--- config.mk ---
export PLATFORM = sky130hd
export DESIGN_NAME = picorv_irq_ctrl
export DESIGN_NICKNAME = d
export VERILOG_FILES = /design/src/rtl/picorv_irq_ctrl.sv
export SDC_FILE = /design/constraint.sdc
export NUM_CORES = 2
export LEC_CHECK = 0
export BUFFER_PORTS_ARGS = -buffer_cell sky130_fd_sc_hd__buf_2
export CORE_MARGIN = 2
export CORE_UTILIZATION = 53
export DETAILED_ROUTE_END_ITERATION = 10
export PLACE_DENSITY = 0.73
export SYNTH_ARGS = -nofsm -noshare
export SYNTH_HDL_FRONTEND = slang
export SYNTH_SLANG_ARGS = --single-unit
--- constraint.sdc ---
create_clock -name clk -period 4.54 [get_ports clk]
set_input_delay 0.454 -clock clk [delete_from_list [all_inputs] [get_ports clk]]
set_output_delay 0.454 -clock clk [all_outputs]
set_load 0.02 [all_outputs]
--- src/rtl/picorv_irq_ctrl.sv ---
// rtl/picorv_irq_ctrl.sv - multi-channel interrupt generator driving picorv32 irq[] and tracking eoi[]
module picorv_irq_ctrl #(
    parameter int NUM_IRQ = 32,
    parameter int TIMEOUT_W = 16,
    parameter logic [NUM_IRQ-1:0] LEVEL_MASK = '0,
    localparam int ID_W = (NUM_IRQ > 1) ? $clog2(NUM_IRQ) : 1
) (
    input  logic                 clk,
    input  logic                 reset,
    input  logic                 req_valid,
    input  logic [ID_W-1:0]      req_id,
    output logic                 req_ready,
    input  logic [NUM_IRQ-1:0]   enable,
    input  logic [TIMEOUT_W-1:0] timeout_limit,
    output logic [NUM_IRQ-1:0]   irq,
    input  logic [NUM_IRQ-1:0]   eoi,
    input  logic [NUM_IRQ-1:0]   err_clr,
    output logic [NUM_IRQ-1:0]   timeout_err,
    output logic [NUM_IRQ-1:0]   busy
);

    typedef enum logic [1:0] {S_IDLE, S_ASSERT, S_SERVICE} state_t;

    logic [NUM_IRQ-1:0] queued;

    // Out-of-range ids are accepted and simply match no channel.
    always_comb begin
        req_ready = 1'b1;
        if (32'(req_id) < NUM_IRQ) req_ready = ~queued[req_id];
    end

    for (genvar i = 0; i < NUM_IRQ; i++) begin : g_ch
        state_t               state;
        logic [TIMEOUT_W-1:0] cnt;
        logic [TIMEOUT_W-1:0] cnt_inc;
        logic                 irq_q;
        logic                 err_q;
        logic                 queued_q;
        logic                 hit;
        logic                 exiting;
        logic                 expire;

        assign hit     = req_valid && req_ready && (req_id == ID_W'(i)) && enable[i];
        assign exiting = ((state == S_ASSERT) && eoi[i]) || ((state == S_SERVICE) && !eoi[i]);
        assign cnt_inc = (&cnt) ? cnt : cnt + TIMEOUT_W'(1);
        // A regular exit on the same cycle takes precedence over the watchdog.
        assign expire  = (state != S_IDLE) && (timeout_limit != '0) &&
                         (cnt == timeout_limit - TIMEOUT_W'(1)) && !exiting;

        always_ff @(posedge clk) begin
            if (reset) begin
                state    <= S_IDLE;
                cnt      <= '0;
                irq_q    <= 1'b0;
                err_q    <= 1'b0;
                queued_q <= 1'b0;
            end else begin
                if (expire)
                    err_q <= 1'b1;
                else if (err_clr[i])
                    err_q <= 1'b0;

                case (state)
                    S_IDLE: begin
                        irq_q <= 1'b0;
                        cnt   <= '0;
                        if (queued_q) begin
                            queued_q <= 1'b0;
                            if (enable[i]) begin
                                state <= S_ASSERT;
                                irq_q <= 1'b1;
                            end
                        end else if (hit) begin
                            state <= S_ASSERT;
                            irq_q <= 1'b1;
                        end
                    end
                    S_ASSERT: begin
                        cnt <= cnt_inc;
                        if (eoi[i]) begin
                            state <= S_SERVICE;
                            irq_q <= 1'b0;
                        end else if (expire) begin
                            state <= S_IDLE;
                            irq_q <= 1'b0;
                            cnt   <= '0;
                        end else begin
                            irq_q <= LEVEL_MASK[i];
                        end
                        if (hit) queued_q <= 1'b1;
                    end
                    S_SERVICE: begin
                        cnt   <= cnt_inc;
                        irq_q <= 1'b0;
                        if (!eoi[i] || expire) begin
                            state <= S_IDLE;
                            cnt   <= '0;
                        end
                        if (hit) queued_q <= 1'b1;
                    end
                    default: begin
                        state <= S_IDLE;
                        irq_q <= 1'b0;
                        cnt   <= '0;
                    end
                endcase
            end
        end

        assign irq[i]         = irq_q;
        assign timeout_err[i] = err_q;
        assign queued[i]      = queued_q;
        assign busy[i]        = (state != S_IDLE);
    end

endmodule
==> metrics.md <==
| Metric | Value |
|---|---|
| Drt via density | 6.355 |
| Clock sink count | 672 |
| NetSw | 0.003828 W |
| Final period utilization | 88.33% |
| Setup crit end kind | flip-flop |
| RSZ-0062 raised after global routing | false |
| Slew Limit Fails | 0 |
| Final #Nets | 5892 |
| Iter 0 DRT Violations | 4609 |
| Final setup fails | 0 |
| Residual DRC | 0 |
| Hold Crit Class | in -> reg |
| Pin count of the biggest net entering global routing | 114 |
| Post-layout util | 59.52% |
| Avg Cell Area, Syn | approximately 8.0 um2 |
| Vias in the first global route | 39851 |
| Worst R2R Path Depth | 9 |
| Routed via count | approximately 43000 |
| Crit path kind | in -> reg |
| Sequential area share after synthesis | 30.32% |
| Final ANT Viol Nets | 0 |
| First-pass GRT wire length | ~250 mm |
| Hold Crit Depth | 3 |
| Resized Gates After CTS | 0 |
| Maximum fanout along the worst path | 16 |
| Ys Warns | 0 |
| Worst Path Required | ~5.1 ns |
| Synth cell count leaders | 683 x nor2_1, 672 x dfxtp_1, 431 x xnor2_1, 343 x nand2_1, 319 x xor2_1 |
| Cell variety after synth | 106 |
| Logic pwr share | 12.0% |
| R2r setup slk | 0.69 ns |
| GR Overflow Total | 0 |
| Buffers on Ports | around 220 |
| Setup total negative slack | 0 ns |
| Synth async-reset ratio | 0% |
| Area grow syn2layout | 11.72% |
| Run status | complete, no violations |
| Rows | 106 |
| CP startpoint kind | input pin |
| PwrDens | 287.6 nW/um2 |
| Die height | 293.4 um |
| MaxCap Viol Count | 0 |
| TritonCTS clock tree | yes |
| Area leader, netlist | dfxtp_1 |
| Cells after Synth | 5513 |
| Crit Reg-Reg Startpoint | g_ch[5].state[1] |
| Cell Area, Synth | ~44000 um2 |
| Setup Fix Bufs, Post-CTS | 0 |
| Clk Latency, worst-skew pair | 0.66 ns |
| Clock root buffer | clkbuf_16 |
| Fin. Hold Viols | 0 |
| Core area | 83290 um2 |
| Number of antenna violations at the first check in global routing | 21 |
| EDFF count, synth | 0 |
| Top cells by area, synth | dfxtp_1 30%, xnor2_1 8.5%, xor2_1 6.3%, nor2_1 5.8%, ha_1 3.6% |
| Clock Skew | 0.02830 ns |
| Clk slew on worst S/H paths | 0.06 ns |
| Global-route usage over all layers | between 30% and 40% |
| Die area | 86060 um2 |
| Hold path start | err_clr[2] |
| Mapped Nets | 5762 |
| Predominant post-synthesis flop cell | dfxtp_1 |
| Hold EP | g_ch[2].err_q |
| Fin crit period | 4.010 ns |
| Detailed Routing Iterations Pass 1 | 6 |
| # IOs | 217 |
| Chip Width | 293.4 um |
| Synth Register Bits | 672 |
| Slew margin rel. | around 14% |
| Sw Share | about 27% |
| Clock Path Buffers | 3 |
| Routed wire per std cell | 24.87 um |
| Ratio of cells with drive above 1 in the final layout | 11.99% |
| Int Pwr | 0.01043 W |
| Final WL | ~170 mm |
| End of the worst register-to-register path | g_ch[5].cnt[2] |
| RePlAce Congestion | 1.011 |
| H-tree level count | 3 |
| Clock network fraction of total power | 46.2% |
| Most common cell in the synthesized netlist | nor2_1 |
| # hold bufs at CTS | 0 |
| Power share of the sequential group | 41.8% |
| Highest clock rate | 249.4 MHz |
| Least-Margin Pin Slew | 1.281 ns |
| Post-synth top area share | 30.32% |
| Critical path arrival | 4.53 ns |
| Leakage Power | 17.69 nW |
| Dpl hpwl | 126.9 mm |
| VDD IR-drop max | between 0.0003 and 0.0004 V |
| Cts bufs inserted | 77 |
| Initial Util | 53.28% |
[flip-flops by register name, summed over array words and instances, names as in the netlist]
name and flops:
g_ch.cnt 512, g_ch.queued_q 32, g_ch.err_q 32, g_ch.irq_q 32
g_ch.state 64
[metrics by stage]
step | total power (W) | hold WS, ns | worst slack [ns] | cells | instance area [um2]
final | 0.01426 | 0.05844 | 0.5299 | 6794 | 49580
after global routing | 0.01458 | 0.05892 | 0.4290 | 6787 | 49560
after CTS | 0.01421 | 0.04347 | 0.6626 | 6785 | 49550
after detailed placement | 0.007713 | 0.4577 | 0.02753 | 6644 | 46910
after global placement | 0.007696 | 0.4556 | 0.1249 | 6644 | 46910
after floorplan | 0.007048 | 0.4498 | 0.06061 | 5513 | 44380
[critical path, stage by stage]
cell and delay (ns):
buf_2 0.18, inv_1 0.08, ha_2 0.27, nor3b_2 1.04, buf_4 0.30, a21oi_1 0.06
o21ai_0 0.18, o2111ai_1 0.12, or4_1 0.59, or4_1 0.73, nand4b_2 0.40, nor2_1 0.11
[per-layer routing]
layer / track usage (%) / routed length [um]
met1: 45.56 / 62450
met2: 58.18 / 72940
met3: 11.67 / 20010
met4: 26.28 / 13470
met5: 0 / 100
[cells by family after synthesis]
| family | count (synthesis) | share of synthesized area (%) |
|---|---|---|
| AOI/OAI and AO/OA | 894 | 13.27 |
| and+or+nand+nor | 2323 | 26.71 |
| muxes | 112 | 2.898 |
| adders and majority gates | 129 | 3.637 |
| DFF | 672 | 30.32 |
| buffers and inverters | 583 | 5.839 |
| xor gates and xnor gates | 800 | 17.33 |
[cell usage in the layout, fill, tap and decap left out, types with 46 or more instances in the layout]
cell | netlist | layout
a211oi_1 | 53 | 53
a21oi_1 | 250 | 250
a31oi_1 | 54 | 54
and2_1 | 57 | 56
and3_1 | 111 | 111
buf_2 | 61 | 214
buf_4 | 77 | 228
clkbuf_16 | 0 | 81
dfxtp_1 | 672 | 672
ha_1 | 129 | 128
inv_1 | 178 | 178
mux2i_1 | 70 | 70
nand2_1 | 343 | 343
nand2b_1 | 66 | 66
nand3_1 | 294 | 294
nand4_1 | 205 | 205
nor2_1 | 683 | 681
nor2b_1 | 47 | 47
nor3_1 | 186 | 183
nor4_1 | 73 | 72
o21ai_0 | 191 | 191
or3_1 | 46 | 46
xnor2_1 | 431 | 430
xnor3_1 | 49 | 49
xor2_1 | 319 | 318
[final cells by class]
type                            count  area, um2
Clock buffer                      113       2287
Multi-Input combinational cell   4258      28440
Sequential cell                   672      13450
Inverter                          181      679.4
Fill cell                        7541      33710
Antenna cell                        9      22.52
Tap cell                         1080       1351
Clock inverter                     28      351.6
Timing Repair Buffer              453       2994
[worst max path at each step]
stage                                start          endpoint  slack [ns]  cells past startpoint
after floorplan           timeout_limit[0]  g_ch[19].cnt[11]        0.06                     18
after global routing      timeout_limit[1]   g_ch[5].cnt[11]        0.43                     12
after CTS                 timeout_limit[1]    g_ch[5].cnt[2]        0.66                     12
final                     timeout_limit[1]    g_ch[5].cnt[2]        0.53                     12
after global placement    timeout_limit[1]    g_ch[5].cnt[5]        0.12                     12
after detailed placement  timeout_limit[1]   g_ch[5].cnt[11]        0.03                     12
[power groups by stage]
stage                     clock [W]  combinational [W]  sequential [W]
after floorplan                   0           0.000964         0.00608
after global placement            0            0.00161         0.00609
after detailed placement          0            0.00162         0.00609
after CTS                   0.00662            0.00163         0.00596
after global routing        0.00686            0.00176         0.00596
final                       0.00659            0.00171         0.00596
(Power assumes the default switching activity.)
